File: src/rtl/qpsk_byte_packer.sv
// qpsk_byte_packer: drops guard/pilot bins, packs data dibits MSB-first into bytes and queues them
module qpsk_byte_packer #(
    parameter int N_SC       = 64,
    parameter int DATA_LO    = 4,
    parameter int DATA_HI    = 59,
    parameter int FIFO_DEPTH = 4
) (
    input  logic       clk,
    input  logic       reset,
    input  logic       sym_en,
    input  logic [1:0] sym,
    input  logic       frame_start,
    output logic       byte_valid,
    input  logic       byte_ready,
    output logic [7:0] byte_data,
    output logic       byte_last,
    output logic       frame_done,
    output logic       sync_err,
    output logic       overflow
);
    localparam int BW = $clog2(N_SC);
    localparam int PW = $clog2(FIFO_DEPTH);
    localparam logic [BW-1:0] BIN_LO  = BW'(DATA_LO);
    localparam logic [BW-1:0] BIN_HI  = BW'(DATA_HI);
    localparam logic [BW-1:0] BIN_END = BW'(N_SC - 1);

    typedef enum logic {IDLE, RUN} state_t;

    state_t        state_q, state_d;
    logic [BW-1:0] bin_q, bin_d;
    logic [1:0]    cnt_q, cnt_d;
    logic [5:0]    shift_q, shift_d;
    logic [8:0]    mem_q [FIFO_DEPTH];
    logic [8:0]    mem_d [FIFO_DEPTH];
    logic [PW-1:0] wr_q, wr_d, rd_q, rd_d;
    logic [PW:0]   occ_q, occ_d;
    logic          frame_done_q, frame_done_d;
    logic          sync_err_q, sync_err_d;
    logic          overflow_q, overflow_d;

    logic          proc, is_data, push, pop, full, wr_en;
    logic [BW-1:0] bin_cur;
    logic [1:0]    cnt_base;
    logic [5:0]    shift_base;
    logic [7:0]    pk_byte;

    // symbol side: bin tracking, frame FSM and dibit packing (frame_start restarts packing from empty)
    always_comb begin
        proc         = sym_en && (state_q == RUN || frame_start);
        bin_cur      = frame_start ? '0 : bin_q + 1'b1;
        cnt_base     = frame_start ? 2'd0 : cnt_q;
        shift_base   = frame_start ? 6'd0 : shift_q;
        is_data      = proc && bin_cur >= BIN_LO && bin_cur <= BIN_HI;
        push         = is_data && (cnt_base == 2'd3 || bin_cur == BIN_HI);
        pk_byte      = {shift_base, sym} << {2'd3 - cnt_base, 1'b0};
        state_d      = state_q;
        bin_d        = bin_q;
        cnt_d        = cnt_q;
        shift_d      = shift_q;
        if (proc) begin
            state_d = bin_cur == BIN_END ? IDLE : RUN;
            bin_d   = bin_cur;
            cnt_d   = push ? 2'd0 : is_data ? cnt_base + 2'd1 : cnt_base;
            shift_d = push ? 6'd0 : is_data ? {shift_base[3:0], sym} : shift_base;
        end
        frame_done_d = proc && bin_cur == BIN_END;
        sync_err_d   = sym_en && frame_start && state_q == RUN;
    end

    // output queue: a pop frees the slot the same cycle, so only push-without-pop when full drops
    always_comb begin
        full       = occ_q == (PW+1)'(FIFO_DEPTH);
        pop        = occ_q != '0 && byte_ready;
        wr_en      = push && (!full || pop);
        mem_d      = mem_q;
        if (wr_en) mem_d[wr_q] = {bin_cur == BIN_HI, pk_byte};
        wr_d       = wr_en ? wr_q + 1'b1 : wr_q;
        rd_d       = pop ? rd_q + 1'b1 : rd_q;
        occ_d      = occ_q + (PW+1)'(wr_en) - (PW+1)'(pop);
        overflow_d = overflow_q || (push && full && !pop);
    end

    // state registers
    always_ff @(posedge clk or negedge reset) begin
        if (!reset) begin
            state_q      <= IDLE;
            bin_q        <= '0;
            cnt_q        <= '0;
            shift_q      <= '0;
            mem_q        <= '{default: '0};
            wr_q         <= '0;
            rd_q         <= '0;
            occ_q        <= '0;
            frame_done_q <= 1'b0;
            sync_err_q   <= 1'b0;
            overflow_q   <= 1'b0;
        end else begin
            state_q      <= state_d;
            bin_q        <= bin_d;
            cnt_q        <= cnt_d;
            shift_q      <= shift_d;
            mem_q        <= mem_d;
            wr_q         <= wr_d;
            rd_q         <= rd_d;
            occ_q        <= occ_d;
            frame_done_q <= frame_done_d;
            sync_err_q   <= sync_err_d;
            overflow_q   <= overflow_d;
        end
    end

    assign byte_valid             = occ_q != '0;
    assign {byte_last, byte_data} = mem_q[rd_q];
    assign frame_done             = frame_done_q;
    assign sync_err               = sync_err_q;
    assign overflow               = overflow_q;
endmodule

File: config.mk
export PLATFORM = sky130hd
export DESIGN_NAME = qpsk_byte_packer
export DESIGN_NICKNAME = d
export VERILOG_FILES = /design/src/rtl/qpsk_byte_packer.sv
export SDC_FILE = /design/constraint.sdc
export NUM_CORES = 1
export LEC_CHECK = 0
export ABC_AREA = 1
export ABC_CLOCK_PERIOD_IN_PS = 3700
export BUFFER_PORTS_ARGS = -buffer_cell sky130_fd_sc_hd__buf_2
export CORE_MARGIN = 3
export CORE_UTILIZATION = 50
export DETAILED_ROUTE_END_ITERATION = 10
export GPL_TIMING_DRIVEN = 0
export PLACE_DENSITY = 0.73
export REMOVE_ABC_BUFFERS = 1
export SYNTH_ARGS = -nofsm -noshare
export SYNTH_HDL_FRONTEND = slang
export SYNTH_SLANG_ARGS = --single-unit
File: constraint.sdc
create_clock -name clk -period 3.7 [get_ports clk]
set_input_delay 0.37 -clock clk [delete_from_list [all_inputs] [get_ports clk]]
set_output_delay 0.37 -clock clk [all_outputs]
set_load 0.1 [all_outputs]
==> results of run 1 <==
[cell usage after synthesis, drive strengths merged (2+ instances only)]
cell type  number
nand2         153
dfrtp          61
nor2           44
nand4          40
o21ai          36
inv            29
clkbuf         13
nand3          10
o22ai           9
ha              8
buf             6
a21oi           5
xor2            3
clkinv          2
o211ai          2
o21bai          2
[worst max path at each step]
stage	from	endpoint	slack [ps]
2_1_floorplan	bin_q[0]	occ_q[2]	560
3_3_place_gp	bin_q[0]	occ_q[2]	170
3_5_place_dp	bin_q[0]	occ_q[2]	130
4_1_cts	bin_q[0]	occ_q[2]	130
5_1_grt	bin_q[0]	occ_q[2]	80
6_report	bin_q[0]	occ_q[2]	360
[final cells by class]
type / instances / area [um2]
fill: 591 / 2750
clock inverter: 7 / 90.1
sequential: 61 / 1530
clock buffer: 9 / 124
timing repair buffer: 19 / 97.6
multi-input combinational: 318 / 1590
tap: 77 / 96.3
inverter: 31 / 116
[critical path, stage by stage (launching register included)]
cell	delay, ps
dfrtp_1	420
ha_1	220
nand2_1	120
o21ai_1	90
and2_4	180
nand3_1	160
nand3_2	290
nor2_4	480
nand2_1	170
ha_1	320
inv_1	40
ha_1	180
fa_1	380
xor2_1	170
[cells by family (layout without fill, tap and decap cells)]
family | Yosys count | count (layout) | share of synthesized area [%]
buf+inv | 50 | 66 | 6.62
compound gates | 55 | 55 | 8.99
xor+xnor | 4 | 4 | 1.05
fa+ha+maj | 9 | 9 | 3.61
flops | 61 | 61 | 45.9
simple gates | 249 | 250 | 33.8
[per-stage QoR]
step	hold slack, ps	total power [W]	util (%)	instances
4_1_cts	305	0.00242	56.9	521
3_5_place_dp	454	0.00177	53.5	505
5_1_grt	164	0.00253	57.0	522
2_1_floorplan	74.4	0.00158	-	409
3_3_place_gp	448	0.00175	53.4	505
6_report	104	0.00240	57.0	522
[per-layer routing]
layer  wire length, um  vias to the layer above  GRT usage [%]
li1                  -                     1439              -
met1              3320                     1331           28.6
met2              3580                       81           36.2
met3               430                       15           4.52
met4               146                        0           9.21
met5                 0                        -              0
[power groups by stage]
| stage | clock network, W | logic (W) | registers (W) |
|---|---|---|---|
| floorplan | 0 | 0.000814 | 0.000767 |
| global placement | 0 | 0.000966 | 0.000788 |
| detailed placement | 0 | 0.000981 | 0.000792 |
| CTS | 0.000654 | 0.000983 | 0.000779 |
| global route | 0.000690 | 0.00105 | 0.000788 |
| finish | 0.000641 | 0.000976 | 0.000780 |
[repair_timing]
action	4_1_cts	5_1_grt
hold buffers	0	0
resized for setup	0	0
setup endpoints to repair	0	2
[state kept, by name, summed over array words and instances, names as in the netlist]
signal and count:
sync_err 1, frame_done 1, overflow 1, state_q 1, wr_q 2, bin_q 6, shift_q 6, mem_q 36
cnt_q 2, rd_q 2, occ_q 3
==> flow_metrics.env, run 1 <==
export IMPL_htree_levels=3
export IMPL_area_delta_synth_final_pct=9.48
export IMPL_async_flop_share_pct=100
export IMPL_postPlaceCellArea_um2=3420
export IMPL_grt_overflow_total=0
export IMPL_p_switching_w=0.00114
export IMPL_synth_ff_type="dfrtp_1"
export IMPL_synth_cells=428
export IMPL_drtIter0Drc=285
export IMPL_pwr_share_seq_pct=32.5
export IMPL_slew_limit_headroom_pct=40.7
export IMPL_maxCapViolations=0
export IMPL_rows=29
export IMPL_comb_power_share_pct=40.7
export IMPL_status="complete, no violations"
export IMPL_tns_ps=0
export IMPL_grt_first_pass_wirelength_um=13200
export IMPL_synth_cell_area_um2=3320
export IMPL_r2r_setup_slack_ps=360
export IMPL_crit_arrival_ps=3560
export IMPL_hold_path_class="in2async"
export IMPL_synth_area_leaders="dfrtp_1, nand2_1, nand4_1"
export IMPL_vias_per_cell=5.49
export IMPL_firstDrtPassIters=4
export IMPL_clock_path_buffers=2
export IMPL_yosys_area_top_type="dfrtp_1"
export IMPL_synth_top_area_share_pct=45.9
export IMPL_ios=20
export IMPL_drv_slew=0
export IMPL_clkLatencyLatePin_ps=340
export IMPL_drive_gt1_share_pct=12.1
export IMPL_diodes=0
export IMPL_max_slew_worst_pin_slew_ps=889
export IMPL_fmax_mhz=299
export IMPL_cp_required_ps=3910
export IMPL_reg2reg_from="bin_q[0]"
export IMPL_vdd_drop_max_uv=498
export IMPL_clockRootBuffer="clkbuf_8"
export IMPL_power_density_nw_per_um2=659
export IMPL_timing_final_crit_period_ps=3340
export IMPL_clkTransAtPathRegs_ps=70
export IMPL_post_cts_buffers=0
export IMPL_dieArea_um2=7660
export IMPL_ant_nets=0
export IMPL_grt_max_degree=62
export IMPL_grt_usage_pct=22.1
export IMPL_setup_viol=0
export IMPL_fin_area_um2=3640
export IMPL_die_w_um=87.5
export IMPL_worst_clock_skew_ps=7.27
export IMPL_grt_setup_unrepaired="no"
export IMPL_yosysUniqueCellTypes=29
export IMPL_drt_wl_total_um=7470
export IMPL_dpl_worst_slack_ps=135
export IMPL_drc=0
export IMPL_wire_per_inst_um=14.3
export IMPL_avgSynthCellArea_um2=7.77
export IMPL_swShare_pct=47.7
export IMPL_crit_fanout=19
export IMPL_seq_area_frac_synth_pct=45.9
export IMPL_rr_worst_depth=13
export IMPL_layout_commonest_cell="nand2_1"
export IMPL_synth_edf_count=0
export IMPL_numCtsBuffers=9
export IMPL_crit_path_start_kind="flip-flop"
export IMPL_antenna_found_initial=0
export IMPL_final_hold_viol_count=0
export IMPL_setup_ws_ps=357
export IMPL_via_count=2866
export IMPL_grt_pass1_vias=2859
export IMPL_gp_congestion=0.845
export IMPL_start_util_pct=52.1
export IMPL_fin_crit_sh_pct=90.3
export IMPL_leakage_nw=1.88
export IMPL_io_buffers=19
export IMPL_power_internal_w=0.00125
export IMPL_most_common_layout_cells="nand2_1, dfrtp_1, nor2_1, nand4_1, o21ai_0"
export IMPL_ys_ff_latch=61
export IMPL_worstSetupEndpointType="flip-flop"
export IMPL_critical_path_class="reg2reg"
export IMPL_yosysWarningCount=0
export IMPL_worstReg2RegEnd="occ_q[2]"
export IMPL_hpwl_um=4700
export IMPL_cts_tree="built"
export IMPL_die_y_um=87.5
export IMPL_fin_nets=456
export IMPL_clkPwrFrac_pct=26.7
export IMPL_core_region_area_um2=6390
export IMPL_clkSinkCount=61
(Power assumes the default switching activity.)
==> run 2: changes to the inputs <==
- REMOVE_ABC_BUFFERS: 1 -> unset
==> flow_metrics.env, run 2 (synthesized netlist as in run 1, its figures left out) <==
export IMPL_status="complete, no violations"
export IMPL_slew_limit_headroom_pct=49.3
export IMPL_rr_worst_depth=16
export IMPL_drc=0
export IMPL_gp_congestion=0.885
export IMPL_area_delta_synth_final_pct=10.7
export IMPL_rows=29
export IMPL_grt_pass1_vias=2799
export IMPL_post_cts_buffers=0
export IMPL_layout_commonest_cell="nand2_1"
export IMPL_wire_per_inst_um=13.6
export IMPL_grt_usage_pct=21.4
export IMPL_cts_tree="built"
export IMPL_cp_required_ps=3920
export IMPL_leakage_nw=1.91
export IMPL_final_hold_viol_count=0
export IMPL_postCtsHoldBufs=0
export IMPL_dieArea_um2=7660
export IMPL_antenna_found_initial=0
export IMPL_top_regs="mem_q x36, bin_q x6, shift_q x6"
export IMPL_clock_path_buffers=2
export IMPL_die_w_um=87.5
export IMPL_tns_ps=0
export IMPL_total_power_w=0.00229
export IMPL_ant_nets=0
export IMPL_fin_crit_sh_pct=81.2
export IMPL_drive_gt1_share_pct=11.7
export IMPL_crit_path_start_kind="flip-flop"
export IMPL_core_region_area_um2=6390
export IMPL_crit_arrival_ps=3220
export IMPL_grt_first_pass_wirelength_um=12700
export IMPL_clkSinkCount=61
export IMPL_setup_viol=0
export IMPL_drt_wl_total_um=7290
export IMPL_cts_resized=0
export IMPL_grt_max_degree=62
export IMPL_power_density_nw_per_um2=622
export IMPL_synth_fp_nets=444
export IMPL_diodes=0
export IMPL_firstDrtPassIters=5
export IMPL_drtIter0Drc=147
export IMPL_critical_path_class="reg2reg"
export IMPL_clkTransAtPathRegs_ps=60
export IMPL_timing_final_crit_period_ps=3000
export IMPL_fin_nets=473
export IMPL_die_y_um=87.5
export IMPL_fmax_mhz=333
export IMPL_vdd_drop_max_uv=547
export IMPL_clkLatencyLatePin_ps=340
export IMPL_drv_slew=0
export IMPL_fin_util_pct=57.6
export IMPL_max_slew_worst_pin_slew_ps=760
export IMPL_grt_overflow_total=0
export IMPL_regMostFlops="mem_q"
export IMPL_hpwl_um=5280
export IMPL_numCtsBuffers=9
export IMPL_clockRootBuffer="clkbuf_8"
export IMPL_vias_per_cell=5.30
export IMPL_maxCapViolations=0
export IMPL_htree_levels=3
export IMPL_worstSetupEndpointType="flip-flop"
export IMPL_largest_reg_flops=36
export IMPL_via_count=2844
export IMPL_io_buffers=18
export IMPL_crit_fanout=10
export IMPL_most_common_layout_cells="nand2_1, dfrtp_1, nor2_1, nand4_1, o21ai_0"
export IMPL_grt_setup_unrepaired="no"
export IMPL_worst_clock_skew_ps=6.40
export IMPL_start_util_pct=52.1
export IMPL_ios=20
export IMPL_hold_path_class="in2async"
-- run 2: changes by cell type in the layout (fill, tap and decap cells not counted), sizes merged --
cell	delta
clkinv	-1
clkinvlp	-2
bufinv	-2
clkbuf	+16
nor2	-1
buf	+5
-- run 2: path summary, 6_finish.rpt --
check	slack, ps	start	endpoint
setup / recovery	700	bin_q[0]	occ_q[2]
hold / removal	100	reset	occ_q[1]
setup reg to reg	700	bin_q[0]	occ_q[2]
hold reg to reg	470	mem_q[19]	mem_q[19]
max in group asynchronous	3110	reset	bin_q[1]
min in group clk	320	sym_en	sync_err
-- run 2: layout make-up --
class,instances,area [um2]
fillers,607,2710
multi-input cells,317,1580
inverters,31,116
clock buffers,12,155
flip-flops and latches,61,1530
plain buffers,19,104
well taps,77,96.3
clock inverters,2,10.0
repair buffers,18,92.6
-- run 2: routing by layer --
layer	GRT usage, %	up-vias	part of all wire (%)
li1	-	1470	-
met1	26.8	1302	46
met2	35.3	60	48
met3	6.11	12	4.7
met4	7.67	0	1.5
met5	0	-	0
-- run 2: report_power, final --
group,total (W),internal (W),switching (W)
clock,0.000514,0.000270,0.000244
combinational,0.00104,0.000186,0.000857
sequential,0.000731,0.000705,0.0000252
total,0.00229,0.00116,0.00113
-- run 2: worst max-delay path: stages (launching register included) --
cell	delay, ps
dfrtp_1	420
ha_1	230
nand2_1	130
nor2_1	60
nor2_1	120
and2_4	170
nand3_2	100
nand2_4	130
inv_2	50
nor2_4	120
buf_6	160
nand2_1	100
ha_1	310
inv_1	40
ha_1	180
fa_1	380
xor2_1	170
-- run 2: through the flow --
stage / instances / setup WS (ps) / cell area (um2) / hold slack [ps]
after global routing: 537 / 413 / 3680 / 162
after global placement: 523 / 760 / 3510 / 448
final: 537 / 696 / 3680 / 104
after CTS: 537 / 681 / 3680 / 310
after detailed placement: 523 / 693 / 3510 / 453
after floorplan: 428 / 946 / 3320 / 74.4
